--- config.mk ---
export PLATFORM = sky130hd
export DESIGN_NAME = squeeze_serializer_flat
export DESIGN_NICKNAME = d
export VERILOG_FILES = /design/src/rtl/squeeze_serializer_pkg.sv /design/src/rtl/squeeze_serializer_if.sv /design/src/rtl/squeeze_serializer_shift_buffer.sv /design/src/rtl/squeeze_serializer.sv /design/src/flat_wrapper.sv
export SDC_FILE = /design/constraint.sdc
export NUM_CORES = 2
export LEC_CHECK = 0
export ABC_AREA = 1
export CORE_AREA = 2 2 446 448
export CTS_CLUSTER_SIZE = 30
export DETAILED_ROUTE_END_ITERATION = 8
export DIE_AREA = 0 0 448 450
export PLACE_DENSITY_LB_ADDON = 0.15
export SETUP_SLACK_MARGIN = 0.2
export SLEW_MARGIN = 40
export SYNTH_ARGS = -nofsm -noshare
export SYNTH_HDL_FRONTEND = slang
export SYNTH_SLANG_ARGS = --single-unit
--- constraint.sdc ---
create_clock -name clk -period 99.5 [get_ports clk]
set_input_delay 19.9 -clock clk [delete_from_list [all_inputs] [get_ports clk]]
set_output_delay 19.9 -clock clk [all_outputs]
set_load 0.05 [all_outputs]
--- src/rtl/squeeze_serializer_pkg.sv ---
// Shared Keccak squeeze definitions: rate, FSM encoding and debug widths.
package keccak_pkg;

  localparam int SHAKE256_RATE = 1088;
  localparam int DBG_STATE_W   = 3;
  localparam int DBG_IDX_W     = 11;

  typedef enum logic [DBG_STATE_W-1:0] {
    IDLE       = 3'd0,
    WAIT_BLOCK = 3'd1,
    SHIFT      = 3'd2,
    DONE       = 3'd3
  } sq_state_e;

endpackage

--- src/rtl/squeeze_serializer_if.sv ---
// Block-in and serial-out handshakes of the squeeze serializer.
// master = the serializer, slave = the sponge core / downstream consumer.
interface squeeze_serializer_if #(
  parameter int RATE = keccak_pkg::SHAKE256_RATE
);
  logic [RATE-1:0] block_in;
  logic            block_valid;
  logic            block_ready;
  logic            serial_out;
  logic            serial_valid;
  logic            serial_ready;
  logic            serial_last;

  modport master (
    input  block_in, block_valid, serial_ready,
    output block_ready, serial_out, serial_valid, serial_last
  );

  modport slave (
    output block_in, block_valid, serial_ready,
    input  block_ready, serial_out, serial_valid, serial_last
  );
endinterface

--- src/rtl/squeeze_serializer_shift_buffer.sv ---
// Holds one rate-sized squeezed block and selects the bit at the given index.
module squeeze_shift_buffer
  import keccak_pkg::*;
#(
  parameter int RATE  = SHAKE256_RATE,
  parameter int IDX_W = DBG_IDX_W
) (
  input  logic             clk,
  input  logic             reset,
  input  logic             load,
  input  logic [RATE-1:0]  data_in,
  input  logic [IDX_W-1:0] index,
  output logic             bit_out
);

  logic [RATE-1:0] buf_q;

  // Capture a fresh block when the FSM accepts one.
  always_ff @(posedge clk or posedge reset) begin
    if (reset) buf_q <= '0;
    else if (load) buf_q <= data_in;
  end

  // LSB-first bit select; an out-of-range index reads as 0.
  always_comb begin
    bit_out = 1'b0;
    if (index < IDX_W'(RATE)) bit_out = buf_q[index];
  end

endmodule

--- src/rtl/squeeze_serializer.sv ---
// Squeeze-phase serializer: pulls rate blocks and streams out_len bits LSB first.
//
// state      | meaning
// IDLE       | waiting for start after reset
// WAIT_BLOCK | block_ready high, waiting for the next permuted block
// SHIFT      | presenting buffer bits on the serial handshake
// DONE       | request complete (or rejected), waiting for start
module squeeze_serializer
  import keccak_pkg::*;
#(
  parameter int RATE  = SHAKE256_RATE,
  parameter int LEN_W = 16
) (
  input  logic                   clk,
  input  logic                   reset,
  input  logic                   start,
  input  logic [LEN_W-1:0]       out_len,
  squeeze_serializer_if.master   bus,
  output logic                   squeeze_done,
  output logic                   error_flag,
  output logic [DBG_STATE_W-1:0] debug_state,
  output logic [DBG_IDX_W-1:0]   debug_bitcount
);

  sq_state_e            state_q, state_d;
  logic [DBG_IDX_W-1:0] idx_q;
  logic [LEN_W-1:0]     rem_q;
  logic                 err_q;
  logic                 load;
  logic                 xfer;
  logic                 take_start;
  logic                 buf_bit;

  squeeze_shift_buffer #(
    .RATE  (RATE),
    .IDX_W (DBG_IDX_W)
  ) u_buf (
    .clk     (clk),
    .reset   (reset),
    .load    (load),
    .data_in (bus.block_in),
    .index   (idx_q),
    .bit_out (buf_bit)
  );

  // State register.
  always_ff @(posedge clk or posedge reset) begin
    if (reset) state_q <= IDLE;
    else       state_q <= state_d;
  end

  // Next-state and handshake outputs; last bit beats the block boundary.
  always_comb begin
    state_d          = state_q;
    load             = 1'b0;
    xfer             = 1'b0;
    take_start       = 1'b0;
    bus.block_ready  = 1'b0;
    bus.serial_valid = 1'b0;
    bus.serial_out   = 1'b0;
    bus.serial_last  = 1'b0;
    squeeze_done     = 1'b0;
    case (state_q)
      IDLE, DONE: begin
        squeeze_done = (state_q == DONE);
        if (start) begin
          take_start = 1'b1;
          state_d    = (out_len == '0) ? DONE : WAIT_BLOCK;
        end
      end
      WAIT_BLOCK: begin
        bus.block_ready = 1'b1;
        if (bus.block_valid) begin
          load    = 1'b1;
          state_d = SHIFT;
        end
      end
      SHIFT: begin
        bus.serial_valid = 1'b1;
        bus.serial_out   = buf_bit;
        bus.serial_last  = (rem_q == LEN_W'(1));
        if (bus.serial_ready) begin
          xfer = 1'b1;
          if (rem_q == LEN_W'(1))                    state_d = DONE;
          else if (idx_q == DBG_IDX_W'(RATE - 1))    state_d = WAIT_BLOCK;
        end
      end
      default: state_d = IDLE;
    endcase
  end

  // Bit index, remaining-length counter and sticky error flag.
  always_ff @(posedge clk or posedge reset) begin
    if (reset) begin
      idx_q <= '0;
      rem_q <= '0;
      err_q <= 1'b0;
    end else begin
      if (take_start) begin
        rem_q <= out_len;
        err_q <= (out_len == '0);
      end
      if (load) begin
        idx_q <= '0;
      end else if (xfer) begin
        rem_q <= rem_q - LEN_W'(1);
        if (idx_q != DBG_IDX_W'(RATE - 1)) idx_q <= idx_q + DBG_IDX_W'(1);
      end
    end
  end

  assign error_flag     = err_q;
  assign debug_state    = state_q;
  assign debug_bitcount = idx_q;

endmodule

--- src/flat_wrapper.sv ---
// flat-port wrapper written by rule: the top's interface ports become plain ports
module squeeze_serializer_flat import keccak_pkg::*;
#(
  parameter int RATE  = SHAKE256_RATE,
  parameter int LEN_W = 16
)
  (clk, reset, start, out_len, squeeze_done, error_flag, debug_state, debug_bitcount, bus_block_in, bus_block_valid, bus_serial_ready, bus_block_ready, bus_serial_out, bus_serial_valid, bus_serial_last);
  squeeze_serializer_if #(.RATE(RATE)) bus_i ();
  input  logic clk;
  input  logic reset;
  input  logic start;
  input  logic [LEN_W-1:0] out_len;
  output logic squeeze_done;
  output logic error_flag;
  output logic [DBG_STATE_W-1:0] debug_state;
  output logic [DBG_IDX_W-1:0] debug_bitcount;
  input wire logic [$bits(bus_i.block_in)-1:0] bus_block_in;
  input wire logic [$bits(bus_i.block_valid)-1:0] bus_block_valid;
  input wire logic [$bits(bus_i.serial_ready)-1:0] bus_serial_ready;
  output wire logic [$bits(bus_i.block_ready)-1:0] bus_block_ready;
  output wire logic [$bits(bus_i.serial_out)-1:0] bus_serial_out;
  output wire logic [$bits(bus_i.serial_valid)-1:0] bus_serial_valid;
  output wire logic [$bits(bus_i.serial_last)-1:0] bus_serial_last;
  assign bus_i.block_in = bus_block_in;
  assign bus_i.block_valid = bus_block_valid;
  assign bus_i.serial_ready = bus_serial_ready;
  assign bus_block_ready = bus_i.block_ready;
  assign bus_serial_out = bus_i.serial_out;
  assign bus_serial_valid = bus_i.serial_valid;
  assign bus_serial_last = bus_i.serial_last;
  squeeze_serializer #(.RATE(RATE), .LEN_W(LEN_W)) u_core (.clk(clk), .reset(reset), .start(start), .out_len(out_len), .bus(bus_i), .squeeze_done(squeeze_done), .error_flag(error_flag), .debug_state(debug_state), .debug_bitcount(debug_bitcount));
endmodule
==> run summary <==
synth top area cells: dfrtp_1, nand2_1, o21ai_0
Slew @ Worst Pin: 0.986 ns
outcome: completed
first-pass GRT wire length: 352,000 µm
Top-Level Pins: 1,129
fmax: 38.1 MHz
final hold viol count: 0
post-synth top area share: 0.518
PwrDens: 29.7 nW/µm²
drt pass-1 iters: 5
Worst VDD drop: 22.2 µV
startpoint types: flop
initial core utilization: 0.275
Hold Buf Count CTS: 0
die height: 450 µm
CTS tree: built
number of global-route vias before repair: 51,206
total track usage: 0.237
Post-CTS Resized: 0
share of cells above drive strength 1: 0.0362
Routability Congestion: 0.846
H-Tree Depth: 4
WP data required: 79.60 ns
HPWL after DPL: 172,000 µm
Post-Synth Simple-Gate Area: 0.285
Avg WL per Cell: 22.4 µm
Vias/cell: 4.67
setup TNS: 0 ns
complex-gate fraction of the synthesized area: 0.108
largest family of logic cells by synthesized area: simple AND/OR/NAND/NOR gates
RSZ-0062 raised after global routing: no
Filler Cell Count: 21,066
post-synthesis sequential area ratio: 0.518
Avg Synthesized Cell Area: 7.39 µm²
cell mode on critical path: nand2_1
largest net degree at the start of global routing: 192
Synth Area in Adders: 0.00162
Cells after Synth: 7,312
Post-CTS Setup Inserts: 0
Core Region: 197,000 µm²
total number of yosys warnings: 0
multiplexer share of the synthesized area: 0
CTS sink cnt: 1,118
Worst Hold Class: flop to flop
clk buf depth: 3
Clock Skew: 0.0197 ns
post-synthesis net count: 8,428
Crit path max-delay family: buffers and inverters
final wirelength: 245,000 µm
final setup fails: 0
Worst path slowest cell: clkdlybuf4s50_1
Max Cap Violations: 0
area grow syn2layout: 33.1%
initial antenna violation count: 65
Mapped Area: 54,000 µm²
Worst setup EP type: output port
worst-path fanout max: 35
Initial DRC Count: 4,424
total grt overflow: 0
Max stage delay on crit path: 0.86 ns
CP Data Arrival Time: 6.36 ns
min Tclk post-route: 26.26 ns
period utilization: 0.264
count of cell types in the netlist: 36
CP Class: flop to output port
Yosys top cell by area: dfrtp_1
Die ar.: 202,000 µm²
flops & latches, synth: 1,118
port buffer count: 1,127
die width: 448 µm
CTS Root Cell: clkbuf_16
leakage power: 0.0341 µW
via count: 51,226
clock-pin slew on the worst setup and hold paths: 0.06 ns
worst-skew pair later-pin latency: 0.81 ns
XOR/XNOR Fraction of Synth Area: 0.00113
WHS: 0.473 ns
ANT nets after route: 0
Inserted Clock Buffers: 140
Nets: 9,298
CP Buf/Inv Count: 5
DRC: 0
CP Cell Sequence: buf_4 > buf_4 > inv_4 > buf_4 > o211ai_1 > nand3_1 > nand2_1 > nand3_1 > nand2_1 > nand2_1 > nand2_1 > nor2_1 > nor2_1 > nor2_1 > nand2_1 > nand2_1 > a21oi_1 > clkdlybuf4s50_1
Cell Rows: 163
Slew headroom: 0.343
Slew Limit Fails: 0
[layout by cell type, fill, tap and decap left out, drive strengths merged]
cell and instances:
clkdlybuf4s50 1127, a31oi 3, diode 36, bufinv 2, a21oi 105, nand4 4
ha 7, nand2 3125, clkbuf 209, clkinvlp 2, dfrtp 1118, o31ai 2
conb 1, o21ai 822, a211oi 2, inv 686, nor3b 2, a221oi 3
a32oi 1, o211ai 128, a22oi 6, o22ai 8, nor2 405, nor3 5
xnor2 1, nand3 397, o221ai 5, clkinv 19, nor4 8, or2 3
a32o 1, buf 71, xor2 6
[cells by family (layout without fill, tap and decap cells)]
logic type / Yosys count / after routing
flip-flops: 1118 / 1118
AND/OR/NAND/NOR: 3949 / 3949
XOR/XNOR: 7 / 7
other: 1 / 37
adder cells (fa/ha/maj): 7 / 7
AO/OA/AOI/OAI: 1086 / 1086
buffers and inverters: 1144 / 2116
[per-layer routing]
layer,vias to the layer above,track usage,part of all wire
met5,-,0,0.00084
met4,34,0.110,0.044
met3,405,0.0459,0.058
met2,1607,0.384,0.48
met1,24654,0.303,0.42
li1,24526,-,-
[worst reg2reg max path, cell delays in order (launching register included)]
cell     delay, ns
dfrtp_1       0.43
inv_1         0.10
ha_1          0.26
nand2_4       0.37
inv_8         0.67
buf_6         0.61
buf_4         0.64
buf_6         0.64
buf_6         0.66
nand2_1       0.21
o21ai_0       0.13
[power breakdown]
part	internal, µW	switching (µW)
Combinational	282	589
Clock	288	213
Sequential	670	96.2
[synth_stat cells]
cell type,count
inv_1,667
a21oi_1,105
buf_6,5
nand3_1,397
a32o_1,1
nand4_1,4
nor4_2,1
buf_2,103
clkinv_1,2
clkbuf_1,278
xnor2_1,1
nor3b_1,2
a221oi_1,3
a31oi_1,3
nor4_1,7
a211oi_1,2
a32oi_1,1
buf_1,26
ha_1,7
conb_1,1
xor2_1,6
o221ai_1,5
buf_4,58
o211ai_1,128
nand2_1,3125
nor2_1,404
inv_2,5
o22ai_1,8
or2_2,3
a22oi_1,6
nor3_1,5
o31ai_1,2
dfrtp_1,1118
nor2_4,1
o21ai_1,11
o21ai_0,811
[stage by stage]
step	utilization	total power, µW	setup slack [ns]	instances	instance area (µm²)
after global placement	0.341	1630	73.62	10673	67100
after detailed placement	0.343	1640	73.84	10678	67300
after floorplan	-	1340	48.12	7312	54000
after CTS	0.365	2160	72.96	10922	71700
after global routing	0.366	2310	72.94	10956	71900
final	0.366	2140	73.24	10960	71900
[state kept, by name, indices dropped and copies added, names as in the netlist]
register               count
u_core.debug_bitcount     11
u_core.debug_state         2
u_core.error_flag          1
u_core.rem_q              16
u_core.u_buf.buf_q      1088
[area by class of cell]
class	count	area (µm²)	area share
Tap cell	2640	3300	0.0459
Inverter	674	2570	0.0358
Antenna cell	36	90.1	0.00125
Timing Repair Buffer	1198	12100	0.169
Clock inverter	35	338	0.00470
Sequential cell	1118	28000	0.389
Multi-Input combinational cell	5050	21400	0.298
Clock buffer	209	4060	0.0565
[final timing paths]
kind / startpoint / endpoint / slack, ns / cells after the start
hold reg to reg: u_core.u_buf.buf_q[1042] / u_core.u_buf.buf_q[1042] / 0.47 / 2
min in group asynchronous: reset / u_core.u_buf.buf_q[113] / 19.65 / 2
max in group asynchronous: reset / u_core.u_buf.buf_q[1050] / 76.75 / 7
hold / removal: u_core.u_buf.buf_q[1042] / u_core.u_buf.buf_q[1042] / 0.47 / 2
setup reg to reg: u_core.debug_state[1] / u_core.u_buf.buf_q[766] / 94.70 / 10
setup / recovery: u_core.debug_bitcount[2] / bus_serial_out / 73.24 / 18
Power figures use the tool's default switching activity.
